--- src/rtl/fifo_pkg.sv ---
// -----------------------------------------------------------------------------
// fifo_pkg
// Shared definitions for the async FIFO pointer logic.
//   FIFO_ADDRSIZE : default memory address width
//   PTR_W         : pointer width (one extra wrap bit over the address)
//   FIFO_DEPTH    : number of memory entries
//   ptr_t         : pointer type for the default configuration
//   bin2gray()    : binary to reflected Gray code conversion
// -----------------------------------------------------------------------------
package fifo_pkg;

   localparam int unsigned FIFO_ADDRSIZE = 4;
   localparam int unsigned PTR_W         = FIFO_ADDRSIZE + 1;
   localparam int unsigned FIFO_DEPTH    = 1 << FIFO_ADDRSIZE;

   typedef logic [PTR_W-1:0] ptr_t;

   // Generic 32-bit conversion; callers truncate the result to their pointer width.
   function automatic logic [31:0] bin2gray(input logic [31:0] i_bin);
      return i_bin ^ (i_bin >> 1);
   endfunction

endpackage

--- src/rtl/gray2bin.sv ---
// -----------------------------------------------------------------------------
// gray2bin
// Combinational Gray to binary converter. Each binary bit is the XOR of all
// Gray bits from the MSB down to that bit position.
//   i_gray : Gray-coded input, WIDTH bits
//   o_bin  : binary output, WIDTH bits
// -----------------------------------------------------------------------------
module gray2bin #(
   parameter int unsigned WIDTH = 5
) (
   input  logic [WIDTH-1:0] i_gray,
   output logic [WIDTH-1:0] o_bin
);

   for (genvar gi = 0; gi < WIDTH; gi++) begin : g_bit
      assign o_bin[gi] = ^i_gray[WIDTH-1:gi];
   end

endmodule

--- src/rtl/wptr_full_ctrl.sv ---
// -----------------------------------------------------------------------------
// wptr_full_ctrl
// Write-domain pointer and status controller for the async FIFO. Keeps the
// binary write address and Gray write pointer, and derives full, almost-full,
// fill level and a sticky overflow flag from the synchronised read pointer.
//   wclk         : write-domain clock
//   wrst         : synchronous active-high reset
//   winc         : write request from the producer
//   wovf_clr     : clears the sticky overflow flag
//   wq2_rptr     : Gray read pointer synchronised into wclk
//   wptr         : registered Gray write pointer (to the write-to-read sync)
//   waddr        : memory write address
//   wclken       : memory write enable (combinational)
//   wfull        : registered full flag
//   walmost_full : registered, level >= AF_THRESH
//   wlevel       : registered fill level, 0..2^ADDRSIZE
//   woverflow    : sticky flag, write attempted while full
// -----------------------------------------------------------------------------
module wptr_full_ctrl
   import fifo_pkg::*;
#(
   parameter int unsigned ADDRSIZE  = FIFO_ADDRSIZE,
   parameter int unsigned AF_THRESH = 12
) (
   input  logic                wclk,
   input  logic                wrst,
   input  logic                winc,
   input  logic                wovf_clr,
   input  logic [ADDRSIZE:0]   wq2_rptr,
   output logic [ADDRSIZE:0]   wptr,
   output logic [ADDRSIZE-1:0] waddr,
   output logic                wclken,
   output logic                wfull,
   output logic                walmost_full,
   output logic [ADDRSIZE:0]   wlevel,
   output logic                woverflow
);

   localparam int unsigned PW = ADDRSIZE + 1;
   localparam logic [PW-1:0] AF_LVL = PW'(AF_THRESH);

   logic [PW-1:0] r_wbin;
   logic [PW-1:0] r_wptr;
   logic [PW-1:0] r_wlevel;
   logic          r_wfull;
   logic          r_walmost_full;
   logic          r_woverflow;

   logic          w_accept;
   logic [PW-1:0] w_wbinnext;
   logic [PW-1:0] w_wgraynext;
   logic [PW-1:0] w_rbin_s;
   logic [PW-1:0] w_lvl_next;
   logic [PW-1:0] w_full_ptr;
   logic          w_full_next;

   // A write while full is dropped, so the pointer only advances on acceptance.
   assign w_accept    = winc & ~r_wfull;
   assign w_wbinnext  = r_wbin + {{(PW-1){1'b0}}, w_accept};
   assign w_wgraynext = PW'(bin2gray(32'(w_wbinnext)));

   gray2bin #(
      .WIDTH (PW)
   ) u_gray2bin (
      .i_gray (wq2_rptr),
      .o_bin  (w_rbin_s)
   );

   // Modulo 2^(ADDRSIZE+1) subtraction gives the occupancy across pointer wrap.
   assign w_lvl_next = w_wbinnext - w_rbin_s;

   // Full when the write pointer has lapped the read pointer exactly once:
   // in Gray code that is the read pointer with its two MSBs inverted.
   assign w_full_ptr  = {~wq2_rptr[PW-1:PW-2], wq2_rptr[PW-3:0]};
   assign w_full_next = (w_wgraynext == w_full_ptr);

   // NOTE: state registers use non-blocking assignments so every register
   // samples the pre-edge values of the others, independent of statement order.
   always_ff @(posedge wclk) begin
      if (wrst) begin
         r_wbin         <= '0;
         r_wptr         <= '0;
         r_wlevel       <= '0;
         r_wfull        <= 1'b0;
         r_walmost_full <= 1'b0;
         r_woverflow    <= 1'b0;
      end else begin
         r_wbin         <= w_wbinnext;
         r_wptr         <= w_wgraynext;
         r_wlevel       <= w_lvl_next;
         r_wfull        <= w_full_next;
         r_walmost_full <= (w_lvl_next >= AF_LVL);
         // Set term is OR-ed last so a new overflow wins over a coincident clear.
         r_woverflow    <= (r_woverflow & ~wovf_clr) | (winc & r_wfull);
      end
   end

   // Reset gates the enable so a write presented during reset never hits memory.
   assign wclken       = winc & ~r_wfull & ~wrst;
   assign wptr         = r_wptr;
   assign waddr        = r_wbin[ADDRSIZE-1:0];
   assign wfull        = r_wfull;
   assign walmost_full = r_walmost_full;
   assign wlevel       = r_wlevel;
   assign woverflow    = r_woverflow;

endmodule

--- config.mk ---
export PLATFORM = sky130hd
export DESIGN_NAME = wptr_full_ctrl
export DESIGN_NICKNAME = d
export VERILOG_FILES = /design/src/rtl/fifo_pkg.sv /design/src/rtl/gray2bin.sv /design/src/rtl/wptr_full_ctrl.sv
export SDC_FILE = /design/constraint.sdc
export NUM_CORES = 1
export LEC_CHECK = 0
export BUFFER_PORTS_ARGS = -buffer_cell sky130_fd_sc_hd__buf_4
export CORE_UTILIZATION = 30
export CTS_BUF_LIST = sky130_fd_sc_hd__clkbuf_2
export DETAILED_ROUTE_END_ITERATION = 8
export MAX_ROUTING_LAYER = met4
export PLACE_DENSITY = 0.58
export RECOVER_POWER = 100
export REMOVE_ABC_BUFFERS = 1
export SLEW_MARGIN = 10
export SYNTH_ARGS = -nofsm -noshare
export SYNTH_HDL_FRONTEND = slang
export SYNTH_SLANG_ARGS = --single-unit
--- constraint.sdc ---
create_clock -name wclk -period 2.6 [get_ports wclk]
set_input_delay 0.13 -clock wclk [delete_from_list [all_inputs] [get_ports wclk]]
set_output_delay 0.13 -clock wclk [all_outputs]
set_load 0.01 [all_outputs]
# [Yosys cells after proc, flatten, opt, wreduce, memory -nomap -nowiden]
# Cells that the tools add are included.
[totals] word_cells=24 regBits=18 input_bits=9 out_inout_bits=18
[classes] order_cmp=1 n_bitwise=10 reduce_logical=4 n_eq_ne=1 add_sub_neg=2
[op_table] op="adder 5 x 1 -> 5 bit" n=1
[op_table] op="== test 5 bit" n=1
[op_table] op="greater-or-equal comparator 5 x 4 -> 1 bit, second input constant" n=1
[op_table] op="XOR reduction 5 bit" n=1
[op_table] op="subtractor 5 bit" n=1
[op_table] op="XOR 5 x 4 -> 5 bit" n=1
[op_table] op="bitwise AND 1 bit" n=4
[op_table] op="XOR reduction 4 bit" n=1
[op_table] op="inverter 1 bit" n=3
[op_table] op="XOR reduction 3 bit" n=1
[op_table] op="inverter 2 bit" n=1
[op_table] op="XOR reduction 2 bit" n=1
[op_table] op="bitwise OR 1 bit" n=1

# [Logic depth before layout (Yosys ltp)]
# Gate-level depths: netlist (run 1).
[depth] ltp_word=5 depth_mapped=10 depth_no_buf=10

# [Hierarchy]
# From an unflattened synthesis (run 1), not the netlist that was laid out.
[unflattened] cells_unflattened=85 area_unflattened_um2=859.6
[modules_own_cells] mod="wptr_full_ctrl" area_each_um2=787.0 n_inst=1 cells_per_inst=79
[modules_own_cells] mod="gray2bin" area_each_um2=72.6 n_inst=1 cells_per_inst=6

# [Worst setup path before layout (run 1)]
# OpenSTA, ideal clock, no wires.
[synth_timing] kind="input to register" start="input wq2_rptr[2]" end="register r_walmost_full, in the netlist walmost_full" required_ns=2.480 stages=10 setup_ns=0.120 arrival_ns=2.315 slack_ns=0.164 path_cell_list="xnor3_2 -> xor2_1 -> xnor2_1 -> ha_1 -> inv_1 -> fa_1 -> maj3_2 -> a21oi_2 -> xor2_1 -> o2bb2ai_1"
[synth_via] elab_chain_cells=3
[synth_rtl] item="start: declaration" line_no="wptr_full_ctrl.sv:29" text="input logic [ADDRSIZE:0] wq2_rptr,"
[synth_rtl] item="XOR reduction 5 bit (tied with other cells)" line_no="gray2bin.sv:16" text="assign o_bin[gi] = ^i_gray[WIDTH-1:gi];"
[synth_rtl] item="subtractor 5 bit *" line_no="wptr_full_ctrl.sv:70" text="assign w_lvl_next = w_wbinnext - w_rbin_s;"
[synth_rtl] item="greater-or-equal comparator 5 x 4 -> 1 bit *" line_no="wptr_full_ctrl.sv:92" text="r_walmost_full <= (w_lvl_next >= AF_LVL);"
[synth_rtl] item="end signal: assignment" line_no="wptr_full_ctrl.sv:92"
[synth_rtl] item="end: declaration" line_no="wptr_full_ctrl.sv:46" text="logic r_walmost_full;"
# Every way passes the cells marked *; elsewhere a longest branch is shown, timed or not.
# A chain may end at the register's enable or synchronous reset.

# [Worst setup path in the final report (run 1)]
[layout_timing] start="register r_wfull, in the netlist wfull" end="register r_walmost_full, in the netlist walmost_full"
[layout_via] elab_chain_cells=5
[layout_rtl] item="start: declaration" line_no="wptr_full_ctrl.sv:45" text="logic r_wfull;"
[layout_rtl] item="start signal: assignment" line_no="wptr_full_ctrl.sv:91" text="r_wfull <= w_full_next;"
[layout_rtl] item="inverter 1 bit" line_no="wptr_full_ctrl.sv:58" text="assign w_accept = winc & ~r_wfull;"
[layout_rtl] item="bitwise AND 1 bit" line_no="wptr_full_ctrl.sv:58"
[layout_rtl] item="adder 5 x 1 -> 5 bit" line_no="wptr_full_ctrl.sv:59" text="assign w_wbinnext = r_wbin + {{(PW-1){1'b0}}, w_accept};"
[layout_rtl] item="subtractor 5 bit" line_no="wptr_full_ctrl.sv:70"
[layout_rtl] item="greater-or-equal comparator 5 x 4 -> 1 bit" line_no="wptr_full_ctrl.sv:92"
# Every way passes these cells.

==> flow_metrics.tcl, run 1 <==
set metrics [dict create \
    fp.dieH_um 55.06 \
    maxUsedRoutingLayer "met4" \
    die_w_um 55.06 \
    worstMarginPinSlew_ns 0.4571 \
    gp_congestion 0.8139 \
    min_period_over_period 0.9123 \
    power_density_nw_per_um2 606.6 \
    synthCells 79 \
    cts_max_path_buffers 2 \
    cts_hold_buf 0 \
    syn_area_um2 844.6 \
    netlist.area_leader.share 0.4030 \
    synthTopCellsByCount "dfxtp_1, xnor2_1, nor2_1, xor2_1, nor2b_1" \
    nNetsFinal 126 \
    syn_to_final_growth_pct 21.78 \
    path_cells "nor2b_1 -> xnor2_1 -> ha_1 -> inv_1 -> fa_1 -> maj3_1 -> a21oi_1 -> xor2_1 -> o2bb2ai_1" \
    ys_warn_count 0 \
    yosysSeqAreaShare 0.4030 \
    synth_enable_flop_cells 0 \
    min_period_ns 2.372 \
    antenna_cells 0 \
    antenna_found_initial 0 \
    status "finished, final reports clean" \
    setup_viol 0 \
    cp_slowest_cell "dfxtp_1" \
    cts_sinks 17 \
    core_area_um2 2567 \
    slowest_delay_ns 0.40 \
    grt_pass1_wl_um 2221 \
    wl_per_cell_um 10.27 \
    clkTransAtPathRegs_ns 0.15 \
    crit_path_max_fanout 4 \
    syn_area_per_cell_um2 10.69 \
    crit_path_start_kind "flop" \
    num_rows 18 \
    ios 27 \
    dr.pass1.iters 2 \
    grt_usage 0.1083 \
    cts_resized 0 \
    cts_buffers 3 \
    dr_wl_met2_um 650 \
    crit_type "flop to flop" \
    io_buffers 26 \
    ir_drop_v 0.0002166 \
    via_per_inst 4.241 \
    hold_depth 3 \
    fmax_ghz 0.4216 \
    wl_um 1448 \
    fin_skew_ns 0.004883 \
    hold_viol 0 \
    cts_root_buf "clkbuf_2" \
    overflow 0 \
    cp-end-kind "flop" \
    ys_ff_latch 17 \
    drt_drc_violations_left 0 \
    hold_path.class "input port to flop" \
    postCtsSetupBuffers 0 \
    wl_met1_um 735 \
    die_area_um2 3032 \
    first_global_vias 546 \
    wl_met3_um 37 \
    dp_hpwl_um 1214 \
    rsz0062_at_grt "no" \
    cts_tree "done" \
    layout-drive-gt1-share 0.1441 \
    arrival_ns 2.55 \
    cap_violations 0 \
    fin_total_pwr_mw 0.6238 \
    initial_core_util 0.3289 \
    yosysMostFrequentCell "dfxtp_1" \
    fin_tns_setup_ns 0 \
    synth_cell_type_count 24 \
    antenna_left 0 \
    worstPathRequired_ns 2.78 \
    h-tree-depth 1 \
    leakage_nw 0.4455 \
    vias 598 \
    grt_start_max_net_pins 19 \
    slew_headroom 0.6931 \
    synth_flop_cell "dfxtp_1" \
    drtIter0Drc 4 \
    utilization 0.4006 \
    r2r_cells 9 \
    async_reset_ff_frac 0 \
    clk_latency_ns 0.27 \
    synth_area_leaders "dfxtp_1, xnor2_1, xor2_1, ha_1, nor2_1" \
    maxSlewViolCount 0 \
    synthDominantAreaCellType "dfxtp_1" \
]
cell usage in the layout, fill, tap and decap left out:
cell type and instances:
a21oi_1 3, and3b_1 1, and4_1 1, buf_4 11, clkbuf_1 19, clkbuf_2 4, dfxtp_1 17, fa_1 1
ha_1 4, inv_1 2, maj3_1 2, nand2_1 1, nand2b_1 1, nand3_1 2, nor2_1 11, nor2b_1 5
nor3_1 1, o2bb2ai_1 1, xnor2_1 14, xnor3_2 1, xor2_1 8, xor3_1 1
cell type report:
| type | count | area [um2] |
|---|---|---|
| Inverter | 2 | 7.507 |
| Fill cell | 294 | 1539 |
| Timing Repair Buffer | 30 | 153.9 |
| Sequential cell | 17 | 340.3 |
| Multi-Input combinational cell | 58 | 469.2 |
| Tap cell | 30 | 37.54 |
| Clock buffer | 4 | 20.02 |
worst max-delay path, delay by kind of cell (launching register included):
family                     cells  cell delay, ns
and+or+nand+nor                1            0.08
buffers and inverters          1            0.06
adders and majority gates      3            0.96
DFF                            1            0.40
AOI/OAI and AO/OA              2            0.28
xor gates and xnor gates       2            0.49
final timing paths:
kind	startpoint	slack (ns)	end
hold reg to reg	woverflow$_SDFF_PP0_	0.49	woverflow$_SDFF_PP0_
setup / recovery	wfull$_SDFF_PP0_	0.23	walmost_full$_SDFF_PP0_
hold / removal	wovf_clr	0.09	woverflow$_SDFF_PP0_
setup reg to reg	wfull$_SDFF_PP0_	0.23	walmost_full$_SDFF_PP0_
routing by layer:
layer,global-route usage,vias to the layer above
li1,-,317
met1,0.1355,269
met2,0.1647,10
met3,0.008197,2
met4,0.07500,0
met5,-,-
report_power, final:
| part | internal, mW | leakage [nW] | switching, mW |
|---|---|---|---|
| sequential | 0.293 | 0.140 | 0.00969 |
| clock | 0.0408 | 0.0166 | 0.0719 |
| combinational | 0.102 | 0.289 | 0.106 |
per-stage QoR:
stage	hold slack (ns)	std cells	area, um2	worst slack [ns]
floorplan	0.1967	77	829.5	0.1644
global placement	0.3960	137	1092	0.1020
detailed placement	0.4016	137	1092	0.07111
CTS	0.08143	141	1112	0.2976
global route	0.07106	141	1028	0.08569
finish	0.09332	141	1028	0.2281
state kept, by name (all words and copies together) (netlist names):
register,flops
wfull,1
walmost_full,1
wptr,4
wlevel,5
woverflow,1
r_wbin,5
kinds of logic (layout without fill, tap and decap cells):
kind of cell,count (synthesis),count (layout),synth area share
XOR/XNOR,24,24,0.2933
buffers and inverters,4,36,0.02666
AO/OA/AOI/OAI,4,4,0.03260
flip-flops,17,17,0.4030
adder cells (fa/ha/maj),7,7,0.1082
AND/OR/NAND/NOR,23,23,0.1363
Power figures use the tool's default switching activity.
==> run 2: changes to the inputs <==
--- a/config.mk
+++ b/config.mk
@@ -6,14 +6,14 @@
 export NUM_CORES = 1
 export LEC_CHECK = 0
 export BUFFER_PORTS_ARGS = -buffer_cell sky130_fd_sc_hd__buf_4
-export CORE_UTILIZATION = 30
+export CORE_UTILIZATION = 46
 export CTS_BUF_LIST = sky130_fd_sc_hd__clkbuf_2
 export DETAILED_ROUTE_END_ITERATION = 8
 export MAX_ROUTING_LAYER = met4
-export PLACE_DENSITY = 0.58
-export RECOVER_POWER = 100
+export PLACE_DENSITY = 0.8
+export RECOVER_POWER = 25
 export REMOVE_ABC_BUFFERS = 1
-export SLEW_MARGIN = 10
+export SLEW_MARGIN = 20
 export SYNTH_ARGS = -nofsm -noshare
 export SYNTH_HDL_FRONTEND = slang
 export SYNTH_SLANG_ARGS = --single-unit
==> flow_metrics.tcl, run 2 (same netlist as run 1, synthesis figures left out) <==
set metrics [dict create \
    hold_path.class "input port to flop" \
    hold_depth 3 \
    cts_sinks 17 \
    crit_path_max_fanout 4 \
    dr.pass1.iters 5 \
    setup_ws_ns 0.2181 \
    cts_max_path_buffers 2 \
    drt_drc_violations_left 2 \
    layout_commonest_cell "buf_4" \
    num_rows 15 \
    rsz0062_at_grt "no" \
    grt_usage 0.1498 \
    crit_type "flop to flop" \
    core_area_um2 1727 \
    wl_per_cell_um 10.58 \
    cap_violations 0 \
    cts_resized 0 \
    cts_tree "done" \
    worstMarginPinSlew_ns 0.4553 \
    crit_cells 9 \
    antenna_left 0 \
    die_area_um2 2012 \
    slowest_delay_ns 0.41 \
    maxSlewViolCount 0 \
    final-seq-area_um2 340.3 \
    overflow 0 \
    cts_hold_buf 0 \
    cp_slowest_cell "fa_1" \
    die_w_um 44.85 \
    grt_start_max_net_pins 19 \
    cp_top_family "adder cells" \
    dp_hpwl_um 1177 \
    crit_path_start_kind "flop" \
    vias 600 \
    layout-drive-gt1-share 0.2661 \
    grt_pass1_wl_um 2049 \
    fill_cells 167 \
    first_global_vias 502 \
    crit_buf_inv 1 \
    antenna_found_initial 0 \
    gp_congestion 0.7232 \
    slew_headroom 0.6943 \
    initial_core_util 0.4891 \
    pre_cts_ws_ns -0.04117 \
    ir_drop_v 0.0002586 \
    min_period_over_period 0.9161 \
    antenna_cells 0 \
    power_density_nw_per_um2 608.6 \
    nNetsFinal 124 \
    h-tree-depth 1 \
    leakage_nw 0.4883 \
    io_buffers 26 \
    hold-worst-slack_ns 0.07937 \
    ios 27 \
    clkTransAtPathRegs_ns 0.15 \
    layout.cells.most_common_list "buf_4, dfxtp_1, xnor2_1" \
    status "finished, violations left" \
    min_period_ns 2.382 \
    violations "DRC" \
    r2r_cells 9 \
    drtIter0Drc 3 \
    fmax_ghz 0.4198 \
    hold_viol 0 \
    postCtsSetupBuffers 0 \
    worstPathRequired_ns 2.79 \
    wl_um 1418 \
    setup_viol 0 \
    multi_input_area_um2 481.7 \
    fin_skew_ns 0.001172 \
    arrival_ns 2.57 \
    via_per_inst 4.478 \
    cts_buffers 3 \
    fp.dieH_um 44.85 \
    cts_root_buf "clkbuf_2" \
    syn_to_final_growth_pct 26.07 \
    path_cells "nor2b_1 -> xnor2_1 -> ha_1 -> inv_1 -> fa_1 -> maj3_2 -> a21oi_2 -> xor2_1 -> o2bb2ai_1" \
    clk_latency_ns 0.28 \
    cp-end-kind "flop" \
]
==> run 2: stage by stage <==
step	cells	util	total power, mW	area (um2)	TNS [ns]
final	134	0.6167	0.6480	1065	0
after global routing	134	0.6167	0.6813	1065	0
after CTS	134	0.6319	0.6643	1091	0
after detailed placement	130	0.6203	0.5498	1071	-0.04231
after global placement	130	0.6203	0.5402	1071	0
after floorplan	77	-	0.4542	829.5	0
==> run 2: path summary, 6_finish.rpt <==
kind	startpoint	to	slack [ns]
max	wfull$_SDFF_PP0_	walmost_full$_SDFF_PP0_	0.22
min	wovf_clr	woverflow$_SDFF_PP0_	0.08
max reg2reg	wfull$_SDFF_PP0_	walmost_full$_SDFF_PP0_	0.22
min reg2reg	woverflow$_SDFF_PP0_	woverflow$_SDFF_PP0_	0.48
==> run 2: worst min-delay path: stages <==
cell	delay [ns]
buf_4	0.07
nand2b_1	0.08
a21oi_1	0.05
==> run 2: final cells by class <==
class	count	share of cell area
multi-input cells	58	0.4524
well taps	25	0.02938
inverters	2	0.007051
clock buffers	4	0.01880
repair buffers	28	0.1727
flip-flops and latches	17	0.3196
==> run 2: report_power, final <==
group | leakage, nW | switching (mW) | internal, mW
clock network | 0.0166 | 0.0785 | 0.0408
registers | 0.140 | 0.00938 | 0.293
logic | 0.332 | 0.111 | 0.116
total | 0.488 | 0.198 | 0.450
==> run 2: layer usage <==
metal / track usage / vias up / part of all wire
li1: - / 314 / -
met3: 0.01600 / 0 / 0.014
met4: 0.09091 / 0 / 0
met5: - / - / 0
met1: 0.1725 / 275 / 0.45
met2: 0.2500 / 11 / 0.54
==> run 3: changes to the inputs <==
--- a/config.mk
+++ b/config.mk
@@ -5,7 +5,7 @@
 export SDC_FILE = /design/constraint.sdc
 export NUM_CORES = 1
 export LEC_CHECK = 0
-export BUFFER_PORTS_ARGS = -buffer_cell sky130_fd_sc_hd__buf_4
+export BUFFER_PORTS_ARGS = -buffer_cell sky130_fd_sc_hd__buf_2
 export CORE_UTILIZATION = 46
 export CTS_BUF_LIST = sky130_fd_sc_hd__clkbuf_2
 export DETAILED_ROUTE_END_ITERATION = 8
==> flow_metrics.tcl, run 3 (same netlist as run 1, synthesis figures left out) <==
set metrics [dict create \
    status "finished, violations left" \
    violations "DRC" \
    r2r_setup_slack_ns 0.27 \
    finalNonFillerCells 135 \
    fin_skew_ns 0.002259 \
    first_global_vias 501 \
    fill_cells 162 \
    hold_path.class "input port to flop" \
    fin_tns_setup_ns 0 \
    die_area_um2 2012 \
    layout.cells.most_common_list "buf_2, dfxtp_1, xnor2_1" \
    maxSlewViolCount 0 \
    dp_hpwl_um 1099 \
    layout-drive-gt1-share 0.2727 \
    rsz0062_at_grt "no" \
    hold_viol 0 \
    worstMarginPinSlew_ns 0.4970 \
    cts_resized 0 \
    syn_to_final_growth_pct 21.33 \
    core_area_um2 1727 \
    crit_path_start_kind "flop" \
    clk_latency_ns 0.28 \
    cts_buffers 3 \
    overflow 0 \
    ir_drop_v 0.0002872 \
    r2r_cells 7 \
    holdCritStartpoint "wovf_clr" \
    fin_total_pwr_mw 0.6327 \
    drtIter0Drc 8 \
    cts_sinks 17 \
    via_per_inst 4.444 \
    cts_hold_buf 0 \
    antenna_cells 0 \
    dpl-instance-area_um2 1013 \
    r2r_start "wfull$_SDFF_PP0_" \
    layout_commonest_cell "buf_2" \
    worstPathRequired_ns 2.79 \
    slew_headroom 0.6663 \
    dr.pass1.iters 6 \
    antenna_left 0 \
    initial_core_util 0.4891 \
    stdcell_area_um2 1025 \
    fp.dieH_um 44.85 \
    num_rows 15 \
    setup_viol 0 \
    dp.cells 131 \
    min_period_over_period 0.8961 \
    cap_violations 0 \
    min_period_ns 2.330 \
    leakage_nw 0.4849 \
    crit_start "wfull$_SDFF_PP0_" \
    cts_tree "done" \
    power_density_nw_per_um2 617.5 \
    die_w_um 44.85 \
    min_to "woverflow$_SDFF_PP0_" \
    drt_drc_violations_left 2 \
    cp-end-kind "flop" \
    r2r_end "walmost_full$_SDFF_PP0_" \
    grt_pass1_wl_um 2070 \
    cts_root_buf "clkbuf_2" \
    clkTransAtPathRegs_ns 0.15 \
    fmax_ghz 0.4292 \
    grt_usage 0.1530 \
    hold_depth 3 \
    vias 600 \
    crit_path_max_fanout 5 \
    utilization 0.5935 \
    arrival_ns 2.52 \
    wl_per_cell_um 10.07 \
    grt_start_max_net_pins 19 \
    nNetsFinal 125 \
    crit_type "flop to flop" \
    postCtsSetupBuffers 0 \
    io_buffers 26 \
    antenna_found_initial 0 \
    h-tree-depth 1 \
    cts_max_path_buffers 2 \
    gp_congestion 0.7429 \
    wl_um 1359 \
    ios 27 \
]
[run 3: area by class of cell]
| cell class | instances | area [um2] | area share |
|---|---|---|---|
| flip-flops and latches | 17 | 340.3 | 0.3321 |
| multi-input cells | 58 | 481.7 | 0.4701 |
| clock buffers | 4 | 20.02 | 0.01954 |
| repair buffers | 29 | 143.9 | 0.1404 |
| well taps | 25 | 31.28 | 0.03053 |
| inverters | 2 | 7.507 | 0.007326 |
[run 3: critical path, cell delays in order (launching register included)]
cell and delay [ns]:
dfxtp_1 0.39, and3b_1 0.20, ha_1 0.38, fa_1 0.49
maj3_2 0.33, a21oi_2 0.15, xor2_1 0.20, o2bb2ai_1 0.09
[run 3: stage by stage]
stage                     hold slack (ns)  setup WS (ns)
after floorplan                    0.1967         0.1644
after global placement             0.3941        0.09799
after detailed placement           0.4028       -0.03343
after CTS                         0.07171         0.2663
after global routing              0.06115         0.1391
final                             0.08004         0.2701
[run 3: how the worst max path moves through the flow]
stage	endpoint	slack, ns	cells after the start
floorplan	walmost_full$_SDFF_PP0_	0.16	10
global placement	walmost_full$_SDFF_PP0_	0.1	11
detailed placement	walmost_full$_SDFF_PP0_	-0.03	11
CTS	walmost_full$_SDFF_PP0_	0.27	7
global route	walmost_full$_SDFF_PP0_	0.14	9
finish	walmost_full$_SDFF_PP0_	0.27	7
[run 3: per-layer routing]
metal	share of wire	wire (um)	GRT usage	up-vias
li1	-	-	-	315
met1	0.47	645	0.1899	272
met2	0.51	692	0.2265	13
met3	0.015	21	0.01200	0
met4	0	0	0.1273	0
met5	0	0	-	-
[run 3: power by group]
part / internal, mW / switching (mW) / total [mW]
logic: 0.105 / 0.107 / 0.212
clock network: 0.0408 / 0.0779 / 0.119
registers: 0.293 / 0.00939 / 0.303
total: 0.439 / 0.194 / 0.633
